$ cat src/rtl/snn_core_gen2.sv
// Two-layer fully-connected inference core (input -> hidden -> output) with argmax readout.
// Streams inputs and weights from external 1-cycle-latency memories, maps each
// accumulated sum through an external activation LUT and tracks the winning class.
module snn_core_gen2 #(
  parameter int unsigned N_IN  = 784,
  parameter int unsigned N_HID = 32,
  parameter int unsigned N_OUT = 10,
  parameter int unsigned IN_W  = 1,
  parameter int unsigned ACC_W = 26
) (
  input  logic                             clk,
  input  logic                             rst_n,
  input  logic                             start,
  input  logic                             abort,
  output logic [$clog2(N_IN)-1:0]          in_addr,
  input  logic [IN_W-1:0]                  in_data,
  output logic [$clog2(N_IN*N_HID)-1:0]    wh_addr,
  input  logic [7:0]                       wh_data,
  output logic [$clog2(N_HID*N_OUT)-1:0]   wo_addr,
  input  logic [7:0]                       wo_data,
  output logic [10:0]                      act_addr,
  input  logic [7:0]                       act_data,
  output logic                             busy,
  output logic                             done,
  output logic [$clog2(N_OUT)-1:0]         digit,
  output logic [7:0]                       max_act,
  output logic                             sat
);

  localparam int unsigned IN_AW  = $clog2(N_IN);
  localparam int unsigned WH_AW  = $clog2(N_IN*N_HID);
  localparam int unsigned WO_AW  = $clog2(N_HID*N_OUT);
  localparam int unsigned DG_W   = $clog2(N_OUT);
  localparam int unsigned HID_AW = $clog2(N_HID);
  localparam int unsigned CNT_W  = $clog2(((N_IN > N_HID) ? N_IN : N_HID) + 1);
  localparam int unsigned UNIT_W = $clog2(((N_HID > N_OUT) ? N_HID : N_OUT) + 1);

  localparam logic signed [ACC_W-1:0] S_HI = ACC_W'(1023);
  localparam logic signed [ACC_W-1:0] S_LO = ACC_W'(-1024);

  typedef enum logic [3:0] {
    S_IDLE, S_H_MAC, S_H_DRAIN, S_H_ACT, S_H_WR,
    S_O_MAC, S_O_DRAIN, S_O_ACT, S_O_WR, S_DONE
  } state_t;

  state_t                   r_state;
  state_t                   w_next;

  logic [CNT_W-1:0]         r_idx;
  logic [UNIT_W-1:0]        r_unit;
  logic signed [ACC_W-1:0]  r_acc;
  logic signed [7:0]        r_hid [N_HID];
  logic signed [7:0]        r_hid_q;
  logic signed [7:0]        r_max;
  logic [DG_W-1:0]          r_arg;
  logic                     r_sat_run;

  logic [IN_AW-1:0]         r_in_addr;
  logic [WH_AW-1:0]         r_wh_addr;
  logic [WO_AW-1:0]         r_wo_addr;
  logic [10:0]              r_act_addr;
  logic                     r_busy;
  logic                     r_done;
  logic [DG_W-1:0]          r_digit;
  logic [7:0]               r_max_act;
  logic                     r_sat;

  logic                     w_busy_nxt;
  logic                     w_done_nxt;
  logic                     w_hid_layer;
  logic                     w_mac_en;
  logic signed [7:0]        w_in_a;
  logic signed [7:0]        w_a;
  logic signed [7:0]        w_b;
  logic signed [15:0]       w_prod;
  logic signed [ACC_W-1:0]  w_acc_sum;
  logic signed [ACC_W-1:0]  w_s;
  logic [10:0]              w_lut_addr;
  logic                     w_clamp;
  logic signed [7:0]        w_act;
  logic                     w_better;
  logic                     w_idx_last_in;
  logic                     w_idx_last_hid;
  logic                     w_unit_last_hid;
  logic                     w_unit_last_out;

  // Binary inputs become a full-scale positive activation; byte inputs are used as signed values
  if (IN_W == 1) begin : g_in_bin
    assign w_in_a = in_data[0] ? 8'sh7F : 8'sh00;
  end else begin : g_in_byte
    assign w_in_a = in_data[7:0];
  end

  assign w_idx_last_in   = (r_idx == CNT_W'(N_IN - 1));
  assign w_idx_last_hid  = (r_idx == CNT_W'(N_HID - 1));
  assign w_unit_last_hid = (r_unit == UNIT_W'(N_HID - 1));
  assign w_unit_last_out = (r_unit == UNIT_W'(N_OUT - 1));

  // State register
  always_ff @(posedge clk or negedge rst_n) begin
    if (!rst_n) r_state <= S_IDLE;
    else        r_state <= w_next;
  end

  // Next-state logic; abort cancels any running state except the final DONE
  always_comb begin
    w_next = r_state;
    case (r_state)
      S_IDLE:    if (start) w_next = S_H_MAC;
      S_H_MAC:   if (w_idx_last_in) w_next = S_H_DRAIN;
      S_H_DRAIN: w_next = S_H_ACT;
      S_H_ACT:   w_next = S_H_WR;
      S_H_WR:    w_next = w_unit_last_hid ? S_O_MAC : S_H_MAC;
      S_O_MAC:   if (w_idx_last_hid) w_next = S_O_DRAIN;
      S_O_DRAIN: w_next = S_O_ACT;
      S_O_ACT:   w_next = S_O_WR;
      S_O_WR:    w_next = w_unit_last_out ? S_DONE : S_O_MAC;
      S_DONE:    w_next = S_IDLE;
      default:   w_next = S_IDLE;
    endcase
    if (abort && (r_state != S_IDLE) && (r_state != S_DONE)) w_next = S_IDLE;
  end

  // State-derived controls for the datapath and registered status outputs
  always_comb begin
    w_busy_nxt  = (w_next != S_IDLE);
    w_done_nxt  = (w_next == S_DONE);
    w_hid_layer = (r_state == S_H_MAC) || (r_state == S_H_DRAIN);
    w_mac_en    = (((r_state == S_H_MAC) || (r_state == S_O_MAC)) && (r_idx != '0)) ||
                  (r_state == S_H_DRAIN) || (r_state == S_O_DRAIN);
  end

  // MAC, LUT index clamp and running-max compare
  always_comb begin
    w_a       = w_hid_layer ? w_in_a  : r_hid_q;
    w_b       = w_hid_layer ? wh_data : wo_data;
    w_prod    = 16'(w_a) * 16'(w_b);
    w_acc_sum = r_acc + ACC_W'(w_prod);
    w_s       = w_acc_sum >>> 7;
    w_clamp   = 1'b0;
    if (w_s > S_HI) begin
      w_lut_addr = 11'd2047;
      w_clamp    = 1'b1;
    end else if (w_s < S_LO) begin
      w_lut_addr = 11'd0;
      w_clamp    = 1'b1;
    end else begin
      w_lut_addr = {~w_s[10], w_s[9:0]};
    end
    w_act    = act_data;
    w_better = (r_unit == '0) || (w_act > r_max);
  end

  // Datapath, address generators and result registers
  always_ff @(posedge clk or negedge rst_n) begin
    if (!rst_n) begin
      r_idx      <= '0;
      r_unit     <= '0;
      r_acc      <= '0;
      r_hid_q    <= '0;
      r_max      <= '0;
      r_arg      <= '0;
      r_sat_run  <= 1'b0;
      r_in_addr  <= '0;
      r_wh_addr  <= '0;
      r_wo_addr  <= '0;
      r_act_addr <= '0;
      r_busy     <= 1'b0;
      r_done     <= 1'b0;
      r_digit    <= '0;
      r_max_act  <= '0;
      r_sat      <= 1'b0;
      for (int k = 0; k < N_HID; k++) r_hid[k] <= '0;
    end else begin
      r_busy <= w_busy_nxt;
      r_done <= w_done_nxt;
      if (w_mac_en) r_acc <= w_acc_sum;
      case (r_state)
        S_IDLE: begin
          if (start) begin
            r_acc     <= '0;
            r_idx     <= '0;
            r_unit    <= '0;
            r_max     <= '0;
            r_arg     <= '0;
            r_sat_run <= 1'b0;
            r_in_addr <= '0;
            r_wh_addr <= '0;
          end
        end
        S_H_MAC: begin
          if (!w_idx_last_in) begin
            r_idx     <= r_idx + CNT_W'(1);
            r_in_addr <= r_in_addr + IN_AW'(1);
            r_wh_addr <= r_wh_addr + WH_AW'(1);
          end
        end
        S_H_DRAIN, S_O_DRAIN: begin
          r_act_addr <= w_lut_addr;
          if (w_clamp) r_sat_run <= 1'b1;
        end
        S_H_WR: begin
          r_hid[r_unit[HID_AW-1:0]] <= act_data;
          r_acc <= '0;
          r_idx <= '0;
          if (w_unit_last_hid) begin
            r_unit    <= '0;
            r_wo_addr <= '0;
          end else begin
            r_unit    <= r_unit + UNIT_W'(1);
            r_in_addr <= '0;
            r_wh_addr <= r_wh_addr + WH_AW'(1);
          end
        end
        S_O_MAC: begin
          r_hid_q <= r_hid[r_idx[HID_AW-1:0]];
          if (!w_idx_last_hid) begin
            r_idx     <= r_idx + CNT_W'(1);
            r_wo_addr <= r_wo_addr + WO_AW'(1);
          end
        end
        S_O_WR: begin
          r_acc <= '0;
          r_idx <= '0;
          if (w_better) begin
            r_max <= w_act;
            r_arg <= r_unit[DG_W-1:0];
          end
          if (!w_unit_last_out) begin
            r_unit    <= r_unit + UNIT_W'(1);
            r_wo_addr <= r_wo_addr + WO_AW'(1);
          end
          if (w_next == S_DONE) begin
            r_digit   <= w_better ? r_unit[DG_W-1:0] : r_arg;
            r_max_act <= w_better ? w_act : r_max;
            r_sat     <= r_sat_run;
          end
        end
        default: ;
      endcase
    end
  end

  assign in_addr  = r_in_addr;
  assign wh_addr  = r_wh_addr;
  assign wo_addr  = r_wo_addr;
  assign act_addr = r_act_addr;
  assign busy     = r_busy;
  assign done     = r_done;
  assign digit    = r_digit;
  assign max_act  = r_max_act;
  assign sat      = r_sat;

endmodule

$ cat config.mk
export PLATFORM = sky130hd
export DESIGN_NAME = snn_core_gen2
export DESIGN_NICKNAME = d
export VERILOG_FILES = /design/src/rtl/snn_core_gen2.sv
export SDC_FILE = /design/constraint.sdc
export NUM_CORES = 1
export LEC_CHECK = 0
export ABC_AREA = 1
export CAP_MARGIN = 20
export CORE_ASPECT_RATIO = 0.75
export CORE_MARGIN = 10
export CORE_UTILIZATION = 40
export CTS_CLUSTER_DIAMETER = 30
export DETAILED_ROUTE_END_ITERATION = 12
export HOLD_SLACK_MARGIN = 0.1
export PLACE_DENSITY = 0.54
export SYNTH_ARGS = -nofsm -noshare
export SYNTH_HDL_FRONTEND = slang
export SYNTH_SLANG_ARGS = --single-unit
$ cat constraint.sdc
create_clock -name clk -period 8.16 [get_ports clk]
set_input_delay 1.224 -clock clk [delete_from_list [all_inputs] [get_ports clk]]
set_output_delay 1.224 -clock clk [all_outputs]
set_load 0.05 [all_outputs]
==> impl_metrics.ini <==
[worst_hold_path]
hold_path_class = register to register

[detailed_routing]
vias = 19642
drtIter0Drc = 1734
dr.pass1.iters = 6
vias_per_cell = 5.25
totalWireLength_mm = 70.6
wire_per_inst_um = 18.9
final_antenna_net_count = 0
drc = 0

[flow_run]
maxCapViolCount = 0

[sta]
tightest_slew_ns = 1.08
rsz0062_at_grt = no
setup_violations = 0
finalClockSkew_ns = 0.0453
maxSlewViolCount = 0
setup_slack_ns = 0.624
tns_ns = 0
hold_viol_final = 0
relSlewSlack_pct = 27.9
whs_ns = 0.475
min_period_ns = 7.54
clock.fmax_ghz = 0.133
min_period_over_period_pct = 92.4

[global_routing]
grtUsageTotal_pct = 21.3
antenna_found_initial = 0
grt_pass1_wl_mm = 113
grt_pass1_vias = 19441
met3_usage_pct = 4.13
use_met1_pct = 31.9
grt_max_degree = 161
busiest_layer = met1
use_met2_pct = 31.2
grt_overflow = 0

[die]
die_x_um = 296
rows = 75
io_pins = 89
fp.dieH_um = 227
start_util_pct = 40.7
core_area_um2 = 56200
die_area_um2 = 67200

[clock_tree]
cts.sink_count = 383
clk_latency_ns = 0.65
ctsHtreeMaxLevel = 3
numCtsBuffers = 89
clockRootBuffer = clkbuf_16
path_clk_slew_ns = 0.05
cts_buffer_depth = 3
cts_tree = built
postCtsHoldBufs = 0

[pwr]
p_total_mw = 13.6
powerDensity_nw_per_um2 = 492
p_leak_nw = 13.6
peakVddDrop_mv = 0.600

[worst_setup_path]
ff2ff_setup_slack_ns = 0.62
crit_arrival_ns = 8.02
max_stage_delay_ns = 0.55
path_buf_inv = 8
slowest_stage = fa_1
cp-end-kind = register
criticalPathCategory = register to register
cp.required_ns = 8.65
critPathLaunchType = register
crit_fanout = 9
crit_family = adder cells
critPathMostFrequentCell = nand2_1

[finish]
fillers = 5449
area_delta_synth_final_pct = 21.0
final_util_pct = 49.2
layout-drive-gt1-share_pct = 7.87
mostFrequentLayoutCell = nand2_1
final_cell_mix = nand2_1 (682), o21ai_0 (406), dfrtp_1 (382)
antenna_cells = 0
nets = 3152

[placed_design]
dp_hpwl_mm = 49.2
io_buffers = 88
place.gp.congestion = 0.914
dp_slack_ns = 0.204

[status]
status = finished clean

[synth]
synth_edf_count = 0
syn_avg_cell_area_um2 = 8.03
async_flop_share_pct = 100
synth_warnings = 0
synthFlopType = dfrtp_1
synth_cell_types = 50
syn-num-nets = 3064
yosysSeqAreaShare_pct = 41.9
ys_ff_latch = 383
synth_area_um2 = 22900
synthCells = 2848
-- cell type report --
cell class / count / area, µm² / share of cell area (%)
clock inverter: 51 / 668 / 2.41
inverter: 337 / 1260 / 4.57
sequential: 383 / 9590 / 34.6
timing repair buffer: 120 / 1210 / 4.39
clock buffer: 115 / 2470 / 8.94
tap: 731 / 915 / 3.31
multi-input combinational: 2005 / 11500 / 41.7
-- final timing paths --
kind,start,endpoint,cells past startpoint
max,r_state[0],act_addr[3],34
min,r_hid[77],r_hid[77],2
max reg2reg,r_state[0],act_addr[3],34
min reg2reg,r_hid[77],r_hid[77],2
max in group asynchronous,rst_n,r_hid[64],2
min in group asynchronous,rst_n,r_hid[148],1
-- layer usage --
metal	wire, µm	up-vias	part of all wire (%)
li1	-	9407	-
met1	34700	9576	49
met2	30200	567	43
met3	4450	92	6.3
met4	1210	0	1.7
met5	0	-	0
-- sequential cells by signal (all words and copies together), names as in the netlist, 8 cells and up --
name / count
wh_addr: 15
in_addr: 10
max_act: 8
r_max: 8
act_addr: 11
r_idx: 10
wo_addr: 9
r_hid_q: 8
r_hid: 256
r_acc: 26
-- metrics by stage --
step	std cells	cell area (µm²)
after global routing	3742	27700
after floorplan	2848	22900
after detailed placement	3573	24500
final	3742	27700
after global placement	3570	24400
after CTS	3739	27600
-- Yosys cell counts, types with 34 or more instances --
cell / number / share of area [%]
nor2_1: 280 / 4.6
inv_1: 329 / 5.4
ha_1: 75 / 4.1
nand3_1: 83 / 1.8
a21oi_1: 130 / 2.8
clkbuf_1: 113 / 1.9
fa_1: 112 / 9.8
nand2_1: 682 / 11
o21ai_0: 407 / 8.9
o22ai_1: 51 / 1.4
dfrtp_1: 383 / 42
nor3_1: 34 / 0.74
-- power breakdown --
| part | total [mW] | switching (mW) | internal, mW |
|---|---|---|---|
| clock network | 3.66 | 1.23 | 2.42 |
| registers | 2.16 | 0.152 | 2.01 |
| logic | 7.78 | 5.41 | 2.37 |
-- cell families after synthesis --
family | count (synthesis) | synth area share (%)
xor+xnor | 20 | 0.766
buf+inv | 460 | 7.60
fa+ha+maj | 187 | 13.9
simple gates | 1151 | 20.6
compound gates | 647 | 15.2
flops | 383 | 41.9
-- tightest hold or removal path, cell delays in order, from the launching register on --
cell and delay [ns]:
dfrtp_1 0.33, nand2_1 0.05, o21ai_0 0.05
-- repair_timing --
action	4_1_cts	5_1_grt
buffers inserted	0	0
setup endpoints to repair	0	11
resized for setup	0	2
(Power assumes the default switching activity.)
